==> src/rtl/serial_subtractor.sv <==
// serial_subtractor
//   Bit-serial two's-complement subtractor: diff = a - b, one bit per clock,
//   LSB first, through a single full-subtractor cell and a borrow flop.
//   A start/busy/done handshake lets a controlling FSM sequence operations.
//
// Parameters
//   WIDTH       operand/result width in bits (2..32)
//
// Ports
//   clk         rising-edge clock
//   rst         synchronous, active-high reset (priority over everything)
//   start       request; sampled only while busy==0 (IDLE or DONE)
//   a, b        minuend / subtrahend, latched when start is accepted
//   busy        high while the operation is running (WIDTH cycles)
//   done        one-cycle pulse: result outputs are valid
//   diff        a - b modulo 2^WIDTH
//   borrow_out  unsigned borrow (a < b)
//   ovf         signed overflow of a - b
//   zero        diff == 0
module serial_subtractor #(
  parameter int WIDTH = 8
) (
  input  logic             clk,
  input  logic             rst,
  input  logic             start,
  input  logic [WIDTH-1:0] a,
  input  logic [WIDTH-1:0] b,
  output logic             busy,
  output logic             done,
  output logic [WIDTH-1:0] diff,
  output logic             borrow_out,
  output logic             ovf,
  output logic             zero
);

  localparam int CW = $clog2(WIDTH);

  typedef enum logic [1:0] {IDLE, RUN, DONE} state_t;

  state_t           state;
  logic [WIDTH-1:0] sa;        // minuend shift register, LSB consumed first
  logic [WIDTH-1:0] sb;        // subtrahend shift register
  logic [WIDTH-1:0] res;       // result shift register, filled from the MSB end
  logic [CW-1:0]    cnt;       // index of the bit processed at the next edge
  logic             br;        // running borrow
  logic             a_msb;     // operand sign bits kept for the overflow test,
  logic             b_msb;     // since the shift registers lose them

  // Full-subtractor cell for the current bit.
  logic             d;
  logic             br_next;
  logic [WIDTH-1:0] res_next;

  always_comb begin
    d        = sa[0] ^ sb[0] ^ br;
    br_next  = (~sa[0] & sb[0]) | (~(sa[0] ^ sb[0]) & br);
    res_next = {d, res[WIDTH-1:1]};
  end

  // NOTE: every register below is assigned with <= so all flops update from
  // the same pre-edge values; a blocking = here would chain them within a cycle.
  always_ff @(posedge clk) begin
    if (rst) begin
      state      <= IDLE;
      sa         <= '0;
      sb         <= '0;
      res        <= '0;
      cnt        <= '0;
      br         <= 1'b0;
      a_msb      <= 1'b0;
      b_msb      <= 1'b0;
      busy       <= 1'b0;
      done       <= 1'b0;
      diff       <= '0;
      borrow_out <= 1'b0;
      ovf        <= 1'b0;
      zero       <= 1'b0;
    end else begin
      case (state)
        IDLE, DONE: begin
          done <= 1'b0;
          if (start) begin
            sa    <= a;
            sb    <= b;
            a_msb <= a[WIDTH-1];
            b_msb <= b[WIDTH-1];
            br    <= 1'b0;
            cnt   <= '0;
            busy  <= 1'b1;
            state <= RUN;
          end else begin
            state <= IDLE;
          end
        end

        RUN: begin
          sa  <= sa >> 1;
          sb  <= sb >> 1;
          res <= res_next;
          br  <= br_next;
          cnt <= cnt + 1'b1;
          // Last bit: publish all results at once so no partial value is
          // ever visible on the outputs.
          if (cnt == CW'(WIDTH - 1)) begin
            diff       <= res_next;
            borrow_out <= br_next;
            ovf        <= (a_msb ^ b_msb) & (a_msb ^ d);
            zero       <= (res_next == '0);
            busy       <= 1'b0;
            done       <= 1'b1;
            state      <= DONE;
          end
        end

        default: state <= IDLE;
      endcase
    end
  end

endmodule

==> config.mk <==
export PLATFORM = sky130hd
export DESIGN_NAME = serial_subtractor
export DESIGN_NICKNAME = d
export VERILOG_FILES = /design/src/rtl/serial_subtractor.sv
export SDC_FILE = /design/constraint.sdc
export NUM_CORES = 1
export LEC_CHECK = 0
export CAP_MARGIN = 30
export CORE_UTILIZATION = 50
export CTS_BUF_LIST = sky130_fd_sc_hd__clkbuf_4
export CTS_CLUSTER_DIAMETER = 150
export DETAILED_ROUTE_END_ITERATION = 6
export HOLD_SLACK_MARGIN = 0.15
export PLACE_DENSITY = 0.77
export SYNTH_ARGS = -nofsm -noshare
export SYNTH_HDL_FRONTEND = slang
export SYNTH_SLANG_ARGS = --single-unit
==> constraint.sdc <==
create_clock -name clk -period 2.3 [get_ports clk]
set_input_delay 0.23 -clock clk [delete_from_list [all_inputs] [get_ports clk]]
set_output_delay 0.23 -clock clk [all_outputs]
set_load 0.02 [all_outputs]
=== Word level (Yosys, flattened, before mapping) ===
Index checks and enable logic that the tools add are counted.

* Flip-flop bits (word level): 45
* Output and inout bits: 13

* Add/subtract/negate cells: 1
* Eq/ne operators: 5
* Mux-type cells: 16
* Bitwise gates (word level): 10
* Reductions and logical operators: 9

{| class="wikitable"
|+ Operators with widths
! cell !! count
|-
| $pmux 8 s2 || 2
|-
| $mux 8 || 2
|-
| $logic_not 8->1 || 1
|-
| $reduce_and 2->1 || 4
|-
| $pmux 1 s2 || 3
|-
| $pmux 3 s2 || 1
|-
| $mux 1 || 5
|-
| $ne 2x2->1 const B || 2
|-
| $pmux 2 s2 || 1
|-
| $xor 1x1->1 || 4
|-
| $add 3x1->3 const B || 1
|-
| $and 1x1->1 || 3
|-
| $eq 3x3->1 const B || 1
|-
| $mux 3 || 1
|-
| $reduce_and 3->1 || 1
|-
| $eq 2x1->1 const B || 1
|-
| $eq 2x2->1 const B || 1
|-
| $logic_not 2->1 || 1
|-
| $mux 2 || 1
|-
| $not 1->1 || 2
|-
| $reduce_bool 2->1 || 1
|-
| $reduce_or 2->1 || 1
|-
| $or 1x1->1 || 1
|}

=== Longest topological paths before layout ===
Gate-level depths: netlist of run 1.

* Depth in word-level cells: 5
* Gate-level depth with buffers: 6
* Depth with buffers taken out: 5

=== Worst setup path before layout of run 1 ===
No wires, ideal clock.

* Path kind: reg2reg
* From: register sb[0]
* To: register ovf
* Setup time: 0.091 ns
* Arrival: 1.524 ns
* Setup slack: 0.685 ns
* Cell stages (with the launch flop): 5
* Path buffers: 0
* Period minus slack after synthesis: 1.615 ns
* Path through: dfxtp_1 > inv_1 > fa_1 > or3b_2 > a311oi_1

* Word-level cells in the longest chain between the ends: 4

{| class="wikitable"
|+ RTL lines
! item !! line !! text
|-
| start: declaration || 42 || <nowiki>logic [WIDTH-1:0] sb;</nowiki>
|-
| start signal: assignment || 98 || <nowiki>sb <= sb >> 1;</nowiki>
|-
| $xor 1x1->1 (2 in series) || 55 || <nowiki>d = sa[0] ^ sb[0] ^ br;</nowiki>
|-
| named net d || 50 || <nowiki>logic d;</nowiki>
|-
| $xor 1x1->1 || 107 || <nowiki>ovf <= (a_msb ^ b_msb) & (a_msb ^ d);</nowiki>
|-
| $and 1x1->1 || 107 ||
|-
| end signal: assignment || 107 ||
|-
| end: declaration || 32 || <nowiki>output logic ovf,</nowiki>
|}

The timed path passes the listed nets, and every way through them passes these cells.
A chain may end at the register's enable or synchronous reset.

=== Worst setup path after layout of run 1 ===
* From: register br
* To: register ovf

* Word-level cells in the longest chain between the ends: 3

{| class="wikitable"
|+ RTL lines
! item !! line !! text
|-
| start: declaration || 45 || <nowiki>logic br;</nowiki>
|-
| start signal: assignment || 100 || <nowiki>br <= br_next;</nowiki>
|-
| $xor 1x1->1 || 55 ||
|-
| named net d || 50 ||
|-
| $xor 1x1->1 || 107 ||
|-
| $and 1x1->1 || 107 ||
|}

The timed path passes the listed nets, and every way through them passes these cells.

==> metrics.txt, run 1 <==
met2 WL roughly 1.8 mm; most common library cell in the layout ignoring fill and taps sky130_fd_sc_hd__dfxtp_1; Arr. time, crit path around 2 ns; vias per cell between 5 and 6; Hold Path Stages 3; clock period minus final worst setup slack 1.76 ns; Syn Area/Cell between 8 and 9 um2; leakage power summed over all cells about 0.72 nW; netlist area before placement approximately 1700 um2; worst vdd rail ir drop 0.622 mV; Sw Share 0.244; cell count after placement 260; First DRT Iteration DRCs around 120; Setup CP Type reg -> reg; pin count of the biggest net entering global routing between 40 and 50; Yosys top cell area share 0.520; number of buffer cells added on primary ports 31; chain of cells forming the critical path inv_1, fa_1, or3b_2, a311oi_1; clock share of power 0.321; flip-flop and latch count after synthesis between 40 and 50; DRT antenna net count 0; total negative slack for setup checks 0 ns; final wirelength approximately 3.6 mm; clock slew seen by the registers of the worst setup and hold paths 0.13 ns; slew margin rel. 0.458; number of antenna violations at the first check in global routing 0; utilization of the core after routing 0.662; CP peak stage delay roughly 0.55 ns; row count 20; # clock sinks 44; share of cells above drive strength 1 0.0580; TritonCTS clock tree built; number of buffer and inverter instances along the worst setup path 1; number of top-level design ports 32; internal power approximately 0.0011 W; setup-violating endpoint count in the final report 0; portion of the post-synthesis area used by sequential elements 0.520; commonest non-fill, non-tap cells in the layout 44 x sky130_fd_sc_hd__dfxtp_1, 38 x sky130_fd_sc_hd__nand2_1, 31 x sky130_fd_sc_hd__clkdlybuf4s50_1; Seq pwr share 0.552; Logic pwr share 0.127; post-CTS sizing 0; worst setup skew after layout approximately 0.013 ns; final weighted congestion of routability-driven global placement about 0.75; WHS around 0.45 ns; routed length on met3 approximately 210 um; share of the clock period used by the worst path 0.764; deepest clock path buffer count 2; power spent charging and discharging nets ~0.00036 W; count of H-tree levels built during CTS 2; post-CTS setup buffer count 0; number of cells on the critical path 4; total via count after detailed routing 1468; Post-CTS Hold Fix Bufs 0; DP Wirelength between 2 and 2.5 mm; die extent in x approximately 60 um; Slowest-stage cell, CP sky130_fd_sc_hd__fa_1; global route total overflow 0; wire length per cell 13.6 um; DIE AREA ~3600 um2; family with the most delay on the worst path adder cells; Mapped Nets 220; height of the die 60.2 um; leading post-synthesis cells by cell area sky130_fd_sc_hd__dfxtp_1 52%, sky130_fd_sc_hd__nand2_1 8.4%, sky130_fd_sc_hd__a21oi_1 7.7%, sky130_fd_sc_hd__nor3_1 7.7%, sky130_fd_sc_hd__o22ai_1 5.2%; Max-cap violations 0; Routed met1 length between 1.5 and 2 mm; Final Total Pwr about 0.0015 W; Setup crit start kind flop; highest metal layer with signal wires met4; worst-path maximum fanout 5; count of cells along the worst register-to-register path 4; highest attainable clock frequency around 570 MHz; critical path endpoint category flop; Diodes inserted 0; final net count roughly 250; Residual DRC 0; area overhead of the layout relative to synthesis 22.2%; Slew Limit Fails 0; WP data required around 2.6 ns; Syn Inst Count around 200; number of standard cells in the final layout excluding fillers around 270; combined global-route utilization of all metal layers 0.232; clock latency on the worst-skew pair 0.35 ns; Num CTS Buffers 5; total power density per cell area roughly 720 nW/um2; synth warn 0; number of failing hold endpoints at the final stage 0; detailed-routing iteration count for the pre-antenna-repair pass 4; clock tree root buffer cell sky130_fd_sc_hd__clkbuf_4; outcome completed; RSZ-0062 raised after global routing false; effective utilization at floorplan 0.541; class of the tightest hold or removal check in -> reg; actual transition at the worst max-transition pin about 0.81 ns; number of fill cells between 200 and 300; global-route wire length before repair between 6 and 7 mm; cell taking the most area after synthesis sky130_fd_sc_hd__dfxtp_1; Synth cell types 25; Core Region roughly 3100 um2; number of global-route vias before repair roughly 1400
==> final timing paths <==
check / start / end / slack [ns]
worst max-delay path: br$_SDFFE_PP0P_ / ovf$_SDFFE_PP0P_ / 0.54
worst min-delay path: a[7] / a_msb$_SDFFE_PP0P_ / 0.45
worst max register to register: br$_SDFFE_PP0P_ / ovf$_SDFFE_PP0P_ / 0.54
worst min register to register: diff[7]$_SDFFE_PP0P_ / diff[7]$_SDFFE_PP0P_ / 0.46
==> power by group through the flow <==
stage	combinational, W	sequential, W	clock [W]
4_1_cts	0.000188	0.000822	0.000490
3_5_place_dp	0.000187	0.000839	0
2_1_floorplan	0.000131	0.000835	0
6_report	0.000189	0.000823	0.000478
5_1_grt	0.000210	0.000827	0.000528
3_3_place_gp	0.000178	0.000838	0
==> kinds of logic (layout without fill, tap and decap cells) <==
| group | after synthesis | after routing | synth area share |
|---|---|---|---|
| flops | 44 | 44 | 0.520 |
| simple gates | 88 | 88 | 0.242 |
| fa+ha+maj | 3 | 3 | 0.0266 |
| buf+inv | 19 | 45 | 0.0628 |
| compound gates | 44 | 44 | 0.148 |
==> cell type report <==
| class | instances | area, um2 | share of cell area |
|---|---|---|---|
| flip-flops and latches | 44 | 881 | 0.426 |
| multi-input cells | 135 | 706 | 0.341 |
| repair buffers | 35 | 340 | 0.164 |
| well taps | 44 | 55.1 | 0.0266 |
| clock buffers | 6 | 45.0 | 0.0218 |
| clock inverters | 2 | 35.0 | 0.0169 |
| inverters | 2 | 7.51 | 0.00363 |
==> stage by stage <==
stage               area, um2  setup slack, ns
finish                   2070            0.544
global route             2070            0.469
CTS                      2070            0.553
detailed placement       1990            0.563
global placement         1990            0.597
floorplan                1690            0.685
==> worst register-to-register path, delay by kind of cell (launching register included) <==
family	cells	cell delay (ns)
adder cells (fa/ha/maj)	1	0.55
AO/OA/AOI/OAI	1	0.25
AND/OR/NAND/NOR	1	0.48
flip-flops	1	0.35
buffers and inverters	1	0.05
==> synthesized netlist by cell type <==
master                     number
sky130_fd_sc_hd__a211oi_1       1
sky130_fd_sc_hd__a21oi_1       26
sky130_fd_sc_hd__a311oi_1       2
sky130_fd_sc_hd__and2b_1        1
sky130_fd_sc_hd__and3b_1        1
sky130_fd_sc_hd__buf_2          3
sky130_fd_sc_hd__buf_4          4
sky130_fd_sc_hd__buf_6          2
sky130_fd_sc_hd__clkbuf_1       7
sky130_fd_sc_hd__clkbuf_2       1
sky130_fd_sc_hd__dfxtp_1       44
sky130_fd_sc_hd__fa_1           1
sky130_fd_sc_hd__ha_1           2
sky130_fd_sc_hd__inv_1          2
sky130_fd_sc_hd__nand2_1       38
sky130_fd_sc_hd__nand2b_1       4
sky130_fd_sc_hd__nand3_1        7
sky130_fd_sc_hd__nand3b_1       2
sky130_fd_sc_hd__nor2_1         5
sky130_fd_sc_hd__nor2b_1        1
sky130_fd_sc_hd__nor3_1        26
sky130_fd_sc_hd__nor4_1         2
sky130_fd_sc_hd__o21a_1         1
sky130_fd_sc_hd__o22ai_1       14
sky130_fd_sc_hd__or3b_2         1
==> flip-flops by register name, indices dropped and copies added, names as in the netlist <==
register    cells
zero            1
sa              8
a_msb           1
b_msb           1
sb              8
ovf             1
state           2
diff            8
cnt             3
br              1
res             7
busy            1
borrow_out      1
done            1
==> routing by layer <==
layer  up-vias  track usage
li1        739            -
met1       674        0.285
met2        53        0.380
met3         2       0.0779
met4         0       0.0731
met5         -            0
(Power assumes the default switching activity.)
==> run 2, diff against run 1 <==
- CORE_UTILIZATION: 50 -> 48
- clock period: 2.3 -> 1.4 ns (I/O delays scaled with it)
==> run 2 against run 1 <==
Effect of this change:
- the flow now finishes with violations (negative setup slack)
- highest routed layer unchanged
- routed wire length rose by 0.47%
- non-clock buffer count increased by 12
- final area increased by 6.7%
- global-route usage down 1.8 points
- worst setup slack got worse by 0.64 ns
- clock skew is 0.0034 ns lower
- sequential power up 64%
- count of clock-buffer cells in the layout is the same
==> metrics.txt, run 2 (synthesis gave the netlist of run 1 again) <==
Worst Setup Slack post-DPL -0.101 ns (was 0.563 ns); TritonCTS clock tree built (unchanged); final weighted congestion of routability-driven global placement 0.771 (was 0.750); internal power 0.00188 W (was 0.00113 W); Logic pwr share 0.138 (was 0.127); number of buffer cells added on primary ports 31 (unchanged); global route total overflow 0 (unchanged); Sw Share 0.243 (was 0.244); number of global-route vias before repair 1251 (was 1386); highest attainable clock frequency 666 MHz (was 569 MHz); DIE AREA 3770 um2 (was 3620 um2); worst setup skew after layout 0.00989 ns (was 0.0133 ns); clock share of power 0.317 (was 0.321); global-route wire length before repair 5.78 mm (was 6.09 mm); WP data required 1.67 ns (was 2.57 ns); class of the tightest hold or removal check in -> reg (unchanged); clock slew seen by the registers of the worst setup and hold paths 0.13 ns (about the same); die extent in x 61.4 um (was 60.2 um); final worst-path setup slack -0.101 ns (was 0.544 ns); number of failing hold endpoints at the final stage 0 (unchanged); worst vdd rail ir drop 0.649 mV (was 0.622 mV); clock period minus final worst setup slack 1.50 ns (was 1.76 ns); final wirelength 3.66 mm (was 3.65 mm); Max-cap violations 0 (unchanged); share of the clock period used by the worst path 1.07 (was 0.764); area overhead of the layout relative to synthesis 30.5% (was 22.2%); wire length per cell 13.0 um (was 13.6 um); Diodes inserted 0 (unchanged); most common library cell in the layout ignoring fill and taps sky130_fd_sc_hd__dfxtp_1 (unchanged); Residual DRC 0 (unchanged); effective utilization at floorplan 0.503 (was 0.541); combined global-route utilization of all metal layers 0.214 (was 0.232); deepest clock path buffer count 2 (unchanged); height of the die 61.4 um (was 60.2 um); pin count of the biggest net entering global routing 45 (unchanged); Setup crit start kind flop (unchanged); chain of cells forming the critical path fa_1, or3b_4, a311oi_1 (was inv_1, fa_1, or3b_2, a311oi_1); share of cells above drive strength 1 0.153 (was 0.0580); power spent charging and discharging nets 0.000605 W (was 0.000364 W); First DRT Iteration DRCs 72 (was 117); total power density per cell area 1130 nW/um2 (was 720 nW/um2); worst-path maximum fanout 2 (was 5); slew margin rel. 0.836 (was 0.458); # clock sinks 44 (unchanged); Seq pwr share 0.545 (was 0.552); final net count 257 (was 245); row count 21 (was 20); outcome complete, but fails checks (was completed); number of top-level design ports 32 (unchanged); clock latency on the worst-skew pair 0.36 ns (was 0.35 ns); Post-CTS Hold Fix Bufs 0 (unchanged); Final Total Pwr 0.00249 W (was 0.00149 W); CP peak stage delay 0.49 ns (was 0.55 ns); Arr. time, crit path 1.77 ns (was 2.03 ns); critical path endpoint category flop (unchanged); Core Region 3360 um2 (was 3130 um2); DP Wirelength 2.27 mm (was 2.41 mm); Num CTS Buffers 5 (unchanged); violations in the final reports negative setup slack; number of fill cells 328 (was 279); detailed-routing iteration count for the pre-antenna-repair pass 5 (was 4); number of antenna violations at the first check in global routing 0 (unchanged); commonest non-fill, non-tap cells in the layout 40 x sky130_fd_sc_hd__dfxtp_1, 38 x sky130_fd_sc_hd__nand2_1, 26 x sky130_fd_sc_hd__nor3_1 (was 44 x sky130_fd_sc_hd__dfxtp_1, 38 x sky130_fd_sc_hd__nand2_1, 31 x sky130_fd_sc_hd__clkdlybuf4s50_1); Slowest-stage cell, CP sky130_fd_sc_hd__fa_1 (unchanged); Top Registers diff x8, sa x8, sb x8 (unchanged); actual transition at the worst max-transition pin 0.244 ns (was 0.813 ns); clock tree root buffer cell sky130_fd_sc_hd__clkbuf_4 (unchanged); Setup CP Type reg -> reg (unchanged); count of H-tree levels built during CTS 2 (unchanged); leakage power summed over all cells 0.841 nW (was 0.715 nW); vias per cell 5.49 (was 5.48); Slew Limit Fails 0 (unchanged); DRT antenna net count 0 (unchanged); RSZ-0062 raised after global routing true (was false); total via count after detailed routing 1548 (was 1468); WHS 0.345 ns (was 0.449 ns); setup-violating endpoint count in the final report 2 (was 0)
==> run 2: cell types whose count changed in the layout (fill, tap and decap cells not counted), moves of 2 or more <==
cell and change:
sky130_fd_sc_hd__buf_4 +10, sky130_fd_sc_hd__ha_1 -2, sky130_fd_sc_hd__a21oi_1 -2, sky130_fd_sc_hd__dlygate4sd2_1 +13
sky130_fd_sc_hd__clkdlybuf4s50_1 -13, sky130_fd_sc_hd__dfxtp_2 +4, sky130_fd_sc_hd__dfxtp_1 -4, sky130_fd_sc_hd__a21oi_2 +2
sky130_fd_sc_hd__buf_12 +2
==> run 2: per-stage QoR <==
stage	util	TNS, ns	cells	area, um2
floorplan	-	-0.109	198	1700
global placement	0.621	-0.0837	271	2090
detailed placement	0.621	-0.168	271	2090
CTS	0.642	-0.132	279	2160
global route	0.657	-0.259	282	2210
finish	0.657	-0.168	282	2210
==> run 2: power groups by stage <==
stage               Sequential, W  Clock, W  Combinational [W]
finish                    0.00135  0.000789           0.000343
floorplan                 0.00137         0           0.000217
detailed placement        0.00138         0           0.000330
global route              0.00136  0.000888           0.000374
global placement          0.00138         0           0.000327
CTS                       0.00135  0.000804           0.000335
==> run 2: path summary, 6_finish.rpt <==
path / slack [ns] / cells after the start / startpoint / endpoint
worst max-delay path: -0.10 / 3 / sa[0]$_SDFFE_PP0P_ / ovf$_SDFFE_PP0P_
worst min register to register: 0.46 / 2 / diff[2]$_SDFFE_PP0P_ / diff[2]$_SDFFE_PP0P_
worst max register to register: -0.10 / 3 / sa[0]$_SDFFE_PP0P_ / ovf$_SDFFE_PP0P_
worst min-delay path: 0.35 / 3 / a[7] / a_msb$_SDFFE_PP0P_
==> run 2: worst max-delay path, delay by kind of cell (launching register included) <==
kind | cells | cell delay, ns
fa+ha+maj | 1 | 0.49
simple gates | 1 | 0.37
compound gates | 1 | 0.20
flops | 1 | 0.35
==> run 2: what timing repair did <==
action,4_1_cts,5_1_grt
hold endpoints to repair,0,0
gates resized for setup,17,8
buffers inserted,0,3
pin swaps,1,1
setup endpoints to repair,17,12
==> run 2: routing by layer <==
layer / vias up / track usage / share of wire
met1: 747 / 0.286 / 0.46
met3: 6 / 0.0630 / 0.033
li1: 766 / - / -
met4: 0 / 0.0762 / 0.018
met2: 29 / 0.331 / 0.49
met5: - / 0 / 0
==> run 2: area by class of cell <==
type	count	area (um2)	area share
flip-flops and latches	44	886	0.401
clock inverters	2	35.0	0.0159
inverters	2	7.51	0.00340
clock buffers	6	45.0	0.0204
well taps	46	57.6	0.0261
multi-input cells	135	738	0.334
repair buffers	47	439	0.199
==> run 3, diff against run 2 <==
- MAX_ROUTING_LAYER: default -> met4
==> run 3 against run 2 <==
Effect of this change:
- the run still ends with negative setup slack left
- hold slack gained 0.0019 ns
- utilization is the same
- count of clock-buffer cells in the layout is the same
- routed wire length grew 1.5%
- global-route usage grew 0.73 points
- maximum frequency shrank 0.25%
- clock power grew 2%
- final area is the same
- combinational power is essentially flat
- cell count is the same
- critical path type unchanged
==> metrics.txt, run 3 (synthesis gave the netlist of run 1 again) <==
total negative slack for setup checks -0.176 ns (was -0.168 ns); actual transition at the worst max-transition pin 0.256 ns (was 0.244 ns); highest attainable clock frequency 664 MHz (was 666 MHz); TritonCTS clock tree built (unchanged); Arr. time, crit path 1.78 ns (was 1.77 ns); Num CTS Buffers 5 (unchanged); Core Region 3360 um2 (unchanged); endpoint of the worst register-to-register path ovf$_SDFFE_PP0P_ (unchanged); most common library cell in the layout ignoring fill and taps sky130_fd_sc_hd__dfxtp_1 (unchanged); effective utilization at floorplan 0.503 (unchanged); Residual DRC 0 (unchanged); violations in the final reports negative setup slack (unchanged); global route total overflow 0 (unchanged); row count 21 (unchanged); Final Total Pwr 0.00250 W (was 0.00249 W); final weighted congestion of routability-driven global placement 0.781 (was 0.771); final wirelength 3.72 mm (was 3.66 mm); slew margin rel. 0.829 (was 0.836); worst vdd rail ir drop 0.643 mV (was 0.649 mV); number of fill cells 328 (unchanged); Setup CP Type reg -> reg (unchanged); detailed-routing iteration count for the pre-antenna-repair pass 4 (was 5); crit path to ovf$_SDFFE_PP0P_ (unchanged); WHS 0.347 ns (was 0.345 ns); Setup crit start kind flop (unchanged); Max-cap violations 0 (unchanged); outcome complete, but fails checks (unchanged); First DRT Iteration DRCs 75 (was 72); number of antenna violations at the first check in global routing 0 (unchanged); number of global-route vias before repair 1248 (was 1251); commonest non-fill, non-tap cells in the layout 40 x sky130_fd_sc_hd__dfxtp_1, 38 x sky130_fd_sc_hd__nand2_1, 26 x sky130_fd_sc_hd__nor3_1 (unchanged); leakage power summed over all cells 0.841 nW (unchanged); global-route wire length before repair 5.80 mm (was 5.78 mm); count of cells along the worst register-to-register path 4 (was 3); combined global-route utilization of all metal layers 0.221 (was 0.214); die extent in x 61.4 um (unchanged); cell count after placement 271 (unchanged); WP data required 1.68 ns (was 1.67 ns); class of the tightest hold or removal check in -> reg (unchanged); DP Wirelength 2.27 mm (unchanged); vias per cell 5.45 (was 5.49); number of buffer cells added on primary ports 31 (unchanged); DRT antenna net count 0 (unchanged); launch point of the worst reg-to-reg path sb[0]$_SDFFE_PP0P_ (was sa[0]$_SDFFE_PP0P_); Diodes inserted 0 (unchanged); worst-path maximum fanout 2 (unchanged); Worst Setup Slack post-DPL -0.101 ns (unchanged); setup-violating endpoint count in the final report 2 (unchanged); final net count 257 (unchanged); total via count after detailed routing 1536 (was 1548); height of the die 61.4 um (unchanged); source of the critical timing path sb[0]$_SDFFE_PP0P_ (was sa[0]$_SDFFE_PP0P_); Top Registers diff x8, sa x8, sb x8 (unchanged); clock latency on the worst-skew pair 0.36 ns (about the same); number of top-level design ports 32 (unchanged); critical path endpoint category flop (unchanged); pin count of the biggest net entering global routing 45 (unchanged); # clock sinks 44 (unchanged); deepest clock path buffer count 2 (unchanged); area overhead of the layout relative to synthesis 30.5% (unchanged); Slew Limit Fails 0 (unchanged); RSZ-0062 raised after global routing true (unchanged); clock tree root buffer cell sky130_fd_sc_hd__clkbuf_4 (unchanged); number of failing hold endpoints at the final stage 0 (unchanged); count of H-tree levels built during CTS 2 (unchanged); share of cells above drive strength 1 0.153 (unchanged); clock period minus final worst setup slack 1.50 ns (about the same); Post-CTS Hold Fix Bufs 0 (unchanged); setup slack on the worst flop-to-flop path -0.10 ns (about the same); wire length per cell 13.2 um (was 13.0 um); total power density per cell area 1130 nW/um2 (about the same); share of the clock period used by the worst path 1.07 (about the same); worst setup skew after layout 0.00847 ns (was 0.00989 ns); clock slew seen by the registers of the worst setup and hold paths 0.12 ns (was 0.13 ns); number of standard cells in the final layout excluding fillers 282 (unchanged); final worst-path setup slack -0.105 ns (was -0.101 ns); DIE AREA 3770 um2 (unchanged)
[run 3: cell counts in the layout (fill, tap and decap cells not counted)]
No cell type changed its count.
[run 3: area by class of cell]
cell class,count,area (um2),area share
inverters,2,7.51,0.00340
clock inverters,2,35.0,0.0159
well taps,46,57.6,0.0261
flip-flops and latches,44,886,0.401
clock buffers,6,45.0,0.0204
repair buffers,47,439,0.199
multi-input cells,135,738,0.334
[run 3: power breakdown]
part | leakage [nW] | switching, W | internal [W]
clock network | 0.0456 | 0.000408 | 0.000394
registers | 0.361 | 0.0000395 | 0.00132
logic | 0.435 | 0.000173 | 0.000172
total | 0.841 | 0.000620 | 0.00188
[run 3: what timing repair did]
item / CTS / global route
pin swaps: 1 / 1
buffers inserted: 0 / 3
gates resized for setup: 17 / 8
setup endpoints to repair: 17 / 12
cloned: 0 / 0
[run 3: worst min-delay path by stage]
| stage | startpoint | end | slack [ns] | depth (start not counted) |
|---|---|---|---|---|
| 2_1_floorplan | a[7] | a_msb$_SDFFE_PP0P_ | 0.30 | 2 |
| 3_3_place_gp | diff[6]$_SDFFE_PP0P_ | diff[6]$_SDFFE_PP0P_ | 0.44 | 2 |
| 3_5_place_dp | diff[2]$_SDFFE_PP0P_ | diff[2]$_SDFFE_PP0P_ | 0.45 | 2 |
| 4_1_cts | a[7] | a_msb$_SDFFE_PP0P_ | 0.34 | 3 |
| 5_1_grt | a[7] | sa[7]$_SDFFE_PP0P_ | 0.33 | 3 |
| 6_report | a[7] | a_msb$_SDFFE_PP0P_ | 0.35 | 3 |
[run 3: critical path: stages (launching register included)]
cell                       delay (ns)
sky130_fd_sc_hd__dfxtp_1         0.33
sky130_fd_sc_hd__inv_1           0.05
sky130_fd_sc_hd__fa_1            0.47
sky130_fd_sc_hd__or3b_4          0.37
sky130_fd_sc_hd__a311oi_1        0.20
[run 3: layer usage]
metal,track usage,part of all wire
met5,-,0
met4,0.0762,0.017
met3,0.0630,0.032
met2,0.331,0.47
met1,0.287,0.48
[run 3: per-stage QoR]
stage	cell area (um2)	utilization
global placement	2090	0.621
CTS	2160	0.642
global route	2210	0.657
detailed placement	2090	0.621
finish	2210	0.657
floorplan	1700	-
